<file path="src/rtl/window_pkg.sv">
// Shared encodings for the window button FSM and the window motor driver.
// The state codes are fixed so benches on both sides can decode them.
package window_pkg;

  typedef enum logic [2:0] {
    ST_CLOSED  = 3'd0,
    ST_OPENING = 3'd1,
    ST_OPEN    = 3'd2,
    ST_CLOSING = 3'd3,
    ST_DEAD    = 3'd4,
    ST_FAULT   = 3'd5
  } win_state_t;

  localparam logic DIR_OPEN  = 1'b1;
  localparam logic DIR_CLOSE = 1'b0;

  // Two command pulses in the same cycle cancel each other out.
  function automatic logic cmd_only(input logic this_cmd, input logic other_cmd);
    return this_cmd & ~other_cmd;
  endfunction

endpackage

</file>
<file path="src/rtl/sync_2ff.sv">
// Two-flop synchronizer for a single asynchronous level input.
// Both stages are cleared by the synchronous active-low reset.
module sync_2ff (
  input  logic clk,
  input  logic n_reset,
  input  logic d,
  output logic q
);

  logic stage1;

  always_ff @(posedge clk) begin
    if (!n_reset) begin
      stage1 <= 1'b0;
      q      <= 1'b0;
    end else begin
      stage1 <= d;
      q      <= stage1;
    end
  end

endmodule

</file>
<file path="src/rtl/window_motor_drv.sv">
// Window motor H-bridge driver: runs the motor to a limit switch on command,
// inserts a dead time on reversal and latches a fault on timeout or bad sensors.
//
// state   | meaning
// CLOSED  | idle at closed limit, waits for open command
// OPENING | motor_cw on, waits for open limit
// OPEN    | idle at open limit, waits for close command
// CLOSING | motor_ccw on, waits for closed limit
// DEAD    | both enables off before reversing to dir
// FAULT   | both enables off, sticky until reset
module window_motor_drv
  import window_pkg::*;
#(
  parameter int TRAVEL_TIMEOUT = 1000,
  parameter int DEAD_TIME      = 16,
  parameter int CNT_W          = 16
) (
  input  logic clk,
  input  logic n_reset,
  input  logic open_cw,
  input  logic close_ccw,
  input  logic lim_open,
  input  logic lim_closed,
  output logic motor_cw,
  output logic motor_ccw,
  output logic busy,
  output logic is_open,
  output logic is_closed,
  output logic fault
);

  localparam logic [CNT_W-1:0] TRAVEL_LAST = CNT_W'(TRAVEL_TIMEOUT - 1);
  localparam logic [CNT_W-1:0] DEAD_LAST   = CNT_W'(DEAD_TIME - 1);

  logic             lim_open_s;
  logic             lim_closed_s;
  win_state_t       state;
  win_state_t       state_nxt;
  logic             dir;
  logic             dir_nxt;
  logic [CNT_W-1:0] cnt;
  logic [CNT_W-1:0] cnt_nxt;
  logic             cmd_open;
  logic             cmd_close;

  sync_2ff u_sync_open (
    .clk     (clk),
    .n_reset (n_reset),
    .d       (lim_open),
    .q       (lim_open_s)
  );

  sync_2ff u_sync_closed (
    .clk     (clk),
    .n_reset (n_reset),
    .d       (lim_closed),
    .q       (lim_closed_s)
  );

  assign cmd_open  = cmd_only(open_cw, close_ccw);
  assign cmd_close = cmd_only(close_ccw, open_cw);

  always_comb begin
    state_nxt = state;
    dir_nxt   = dir;
    cnt_nxt   = cnt;
    if (state != ST_FAULT && lim_open_s && lim_closed_s) begin
      state_nxt = ST_FAULT;
    end else begin
      case (state)
        ST_CLOSED: begin
          if (cmd_open) begin
            state_nxt = ST_OPENING;
            cnt_nxt   = '0;
          end
        end
        ST_OPEN: begin
          if (cmd_close) begin
            state_nxt = ST_CLOSING;
            cnt_nxt   = '0;
          end
        end
        // Limit beats command beats timeout.
        ST_OPENING: begin
          if (lim_open_s) begin
            state_nxt = ST_OPEN;
            cnt_nxt   = '0;
          end else if (cmd_close) begin
            state_nxt = ST_DEAD;
            dir_nxt   = DIR_CLOSE;
            cnt_nxt   = '0;
          end else if (cnt == TRAVEL_LAST) begin
            state_nxt = ST_FAULT;
          end else begin
            cnt_nxt = cnt + CNT_W'(1);
          end
        end
        ST_CLOSING: begin
          if (lim_closed_s) begin
            state_nxt = ST_CLOSED;
            cnt_nxt   = '0;
          end else if (cmd_open) begin
            state_nxt = ST_DEAD;
            dir_nxt   = DIR_OPEN;
            cnt_nxt   = '0;
          end else if (cnt == TRAVEL_LAST) begin
            state_nxt = ST_FAULT;
          end else begin
            cnt_nxt = cnt + CNT_W'(1);
          end
        end
        ST_DEAD: begin
          if (cnt == DEAD_LAST) begin
            state_nxt = (dir == DIR_OPEN) ? ST_OPENING : ST_CLOSING;
            cnt_nxt   = '0;
          end else begin
            cnt_nxt = cnt + CNT_W'(1);
          end
        end
        ST_FAULT: state_nxt = ST_FAULT;
        default:  state_nxt = ST_FAULT;
      endcase
    end
  end

  // Outputs are registered alongside the state so they always match it.
  always_ff @(posedge clk) begin
    if (!n_reset) begin
      state     <= ST_CLOSED;
      dir       <= DIR_CLOSE;
      cnt       <= '0;
      motor_cw  <= 1'b0;
      motor_ccw <= 1'b0;
      busy      <= 1'b0;
      is_open   <= 1'b0;
      is_closed <= 1'b1;
      fault     <= 1'b0;
    end else begin
      state     <= state_nxt;
      dir       <= dir_nxt;
      cnt       <= cnt_nxt;
      motor_cw  <= (state_nxt == ST_OPENING);
      motor_ccw <= (state_nxt == ST_CLOSING);
      busy      <= (state_nxt == ST_OPENING) || (state_nxt == ST_CLOSING) ||
                   (state_nxt == ST_DEAD);
      is_open   <= (state_nxt == ST_OPEN);
      is_closed <= (state_nxt == ST_CLOSED);
      fault     <= (state_nxt == ST_FAULT);
    end
  end

endmodule

</file>
<file path="config.mk">
export PLATFORM = sky130hd
export DESIGN_NAME = window_motor_drv
export DESIGN_NICKNAME = d
export VERILOG_FILES = /design/src/rtl/window_pkg.sv /design/src/rtl/sync_2ff.sv /design/src/rtl/window_motor_drv.sv
export SDC_FILE = /design/constraint.sdc
export NUM_CORES = 1
export LEC_CHECK = 0
export ABC_AREA = 1
export CAP_MARGIN = 20
export CELL_PAD_IN_SITES_DETAIL_PLACEMENT = 1
export CELL_PAD_IN_SITES_GLOBAL_PLACEMENT = 2
export CORE_ASPECT_RATIO = 1.5
export CORE_UTILIZATION = 32
export DETAILED_ROUTE_END_ITERATION = 12
export PLACE_DENSITY_LB_ADDON = 0.1
export SLEW_MARGIN = 15
export SYNTH_ARGS = -nofsm -noshare
export SYNTH_HDL_FRONTEND = slang
export SYNTH_SLANG_ARGS = --single-unit
</file>
<file path="constraint.sdc">
create_clock -name clk -period 1.8 [get_ports clk]
set_input_delay 0.18 -clock clk [delete_from_list [all_inputs] [get_ports clk]]
set_output_delay 0.18 -clock clk [all_outputs]
set_load 0.05 [all_outputs]
</file>
==> results.tsv <==
stage	metric	value	unit
routing	dr_wl_met2	3090	microns
placement	numPortBuffers	11	
synthesis	synth_flop_cell	dfxtp_1	
clock_network	clkTransAtPathRegs	0.06	ns
floorplanning	core	5450	sq um
floorplanning	die-area	5940	sq um
timing	maxSlewHeadroom	0.660	
finish	largest_register_ffs	16	
finish	utilization	0.416	
synthesis	ys_seq_area_frac	0.334	
placement	hpwl	4400	microns
global_route	antenna_found_initial	0	
routing	wl	5450	microns
clock_network	ctsHoldBuffers	0	
placement	gp_congestion	0.844	
power	clkPwrFrac	0.366	
power	p_int	0.00110	W
synthesis	async_reset_ff_frac	0	
finish	layout-drive-gt1-share	0.193	
global_route	grt_remaining_overflow	0	
finish	area_delta_synth_final	25.8	%
floorplanning	start_util	0.330	
timing	setup_violations	0	
routing	maxUsedRoutingLayer	met4	
clock_network	cts_htree_levels	2	
power	power_density	684	nW/um^2
power	combPwrFrac	0.188	
setup_path	worst_ep_arrival_time	1.81	ns
finish	fillerInstances	749	
global_route	first_global_vias	1957	
job	cap_viol_max_count	0	
finish	layout_common_cells	nand2_1, nor2_1, inv_1, dfxtp_1, a21oi_1	
power	peakVddDrop	0.000332	V
routing	via_count	1909	
power	swShare	0.291	
floorplanning	die-height	93.9	microns
timing	max_freq	611	MHz
global_route	grt_max_degree	14	
timing	final_max_slew_viol_count	0	
global_route	track_usage	0.204	
synthesis	yosys_warnings	0	
synthesis	ys_types	30	
routing	drt_iter0_drc	31	
clock_network	clock_sinks	30	
finish	antenna_cells	0	
synthesis	syn_inst	287	
routing	met1_length	2110	microns
setup_path	critPathLaunch	cnt[0]	
clock_network	clock_tree.buffer_depth	2	
timing	worst_pin_slew	0.508	ns
finish	final_area	2260	sq um
finish	final_common_cell	nand2_1	
setup_path	start_kind	flop	
synthesis	synth_seq_cells	30	
setup_path	crit_fanout	4	
synthesis	synth_enable_flop_cells	0	
finish	nets	327	
timing	skew	0.00809	ns
power	pwr-share-seq	0.446	
clock_network	clockRootBuffer	clkbuf_8	
timing	rsz0062_at_grt	true	
setup_path	r2r-start	cnt[0]	
floorplanning	io_pins	12	
routing	wl_met3	90	microns
timing	fin_crit_sh	0.909	
routing	firstDrtPassIters	4	
setup_path	worst-r2r-cell-count	11	
setup_path	critPathKind	reg2reg	
global_route	grt_pass1_wl	9220	microns
power	switchingPower	0.000452	W
outcome	status	complete, no violations	
clock_network	cts_tree	done	
synthesis	synth.avg_cell_area	6.27	sq um
setup_path	crit_end	cnt[9]	
clock_network	cts_buffers	5	
placement	place_area	2130	sq um
routing	antenna_left	0	
clock_network	clk_latency	0.28	ns
finish	largest_registers	cnt x16, state x3	
setup_path	ff2ff_setup_slack	0.16	ns
timing	finalCriticalPeriod	1.64	ns
floorplanning	die_w	63.2	microns
floorplanning	num_rows	33	
routing	drc	0	
routing	vias_per_cell	4.88	
power	p_leak	0.951	nW
synthesis	syn_nets	294	
power	p_total	0.00155	W
setup_path	crit_required	1.98	ns
routing	wl_per_cell	13.9	microns
setup_path	endpoint_kind	flop	
setup_path	r2r-end	cnt[9]	
timing	setup_tns	0	ns
timing	hold_viol	0	
min_path	min_path_type	reg2reg	
finish	max_flop_register	cnt	
synthesis	netlist_area	1800	sq um
[power by group through the flow]
stage	Clock (W)	Combinational [W]	Sequential (W)
floorplan	0	0.000143	0.000737
global placement	0	0.000292	0.000706
detailed placement	0	0.000291	0.000707
CTS	0.000588	0.000292	0.000691
global route	0.000611	0.000319	0.000693
finish	0.000568	0.000291	0.000691
[cells by family after synthesis]
logic type	synth area share
buffers and inverters	0.0931
flip-flops	0.334
AND/OR/NAND/NOR	0.453
AO/OA/AOI/OAI	0.0987
adder cells (fa/ha/maj)	0.00695
XOR/XNOR	0.0146
[cells in the mapped netlist, drive strengths merged (3+ instances only)]
master	count	share of area
xor2	3	0.015
a21oi	25	0.072
nand3b	3	0.013
buf	3	0.012
dfxtp	30	0.33
nand4	5	0.021
inv	37	0.077
nand3	25	0.078
nand2	89	0.20
o21ai	4	0.011
nor2	42	0.10
nor3	11	0.031
[layout make-up]
| type | instances | area [sq um] | share of cell area |
|---|---|---|---|
| Multi-Input combinational cell | 215 | 1060 | 0.468 |
| Sequential cell | 30 | 602 | 0.266 |
| Timing Repair Buffer | 31 | 285 | 0.126 |
| Inverter | 37 | 139 | 0.0613 |
| Tap cell | 70 | 87.6 | 0.0387 |
| Clock buffer | 7 | 86.3 | 0.0381 |
| Clock inverter | 1 | 5.00 | 0.00221 |
[layer usage]
metal	vias to the layer above	track usage
met5	-	0
met3	12	0.0291
li1	982	-
met4	0	0.0871
met1	893	0.203
met2	22	0.410
[how the worst min path moves through the flow]
stage          depth (start not counted)              endpoint                 start
6_report                               2       u_sync_closed.q  u_sync_closed.stage1
5_1_grt                                2       u_sync_closed.q  u_sync_closed.stage1
4_1_cts                                2         u_sync_open.q    u_sync_open.stage1
3_5_place_dp                           2       u_sync_closed.q  u_sync_closed.stage1
3_3_place_gp                           2       u_sync_closed.q  u_sync_closed.stage1
2_1_floorplan                          2  u_sync_closed.stage1            lim_closed
[critical path, stage by stage (launching register included)]
cell and delay [ns]:
dfxtp_1 0.34, ha_2 0.22, nand3_2 0.12, nor2_2 0.15
nand2_1 0.07, nand2_2 0.11, nand2_2 0.13, buf_4 0.16
nand3_1 0.07, nand2_1 0.05, nand2_1 0.06, a21oi_1 0.05
[stage by stage]
step | hold WS [ns] | std cells | setup slack [ns]
3_3_place_gp | 0.394 | 381 | 0.0191
5_1_grt | 0.442 | 391 | -0.0119
3_5_place_dp | 0.404 | 381 | 0.0426
2_1_floorplan | 0.278 | 287 | 0.276
4_1_cts | 0.420 | 389 | 0.0447
6_report | 0.416 | 391 | 0.163
[what timing repair did]
item / in CTS / in global routing
gates resized for setup: 0 / 8
endpoints found under the hold margin: 0 / 0
setup buffers: 0 / 2
setup endpoints to repair: 0 / 11
Power figures use the tool's default switching activity.
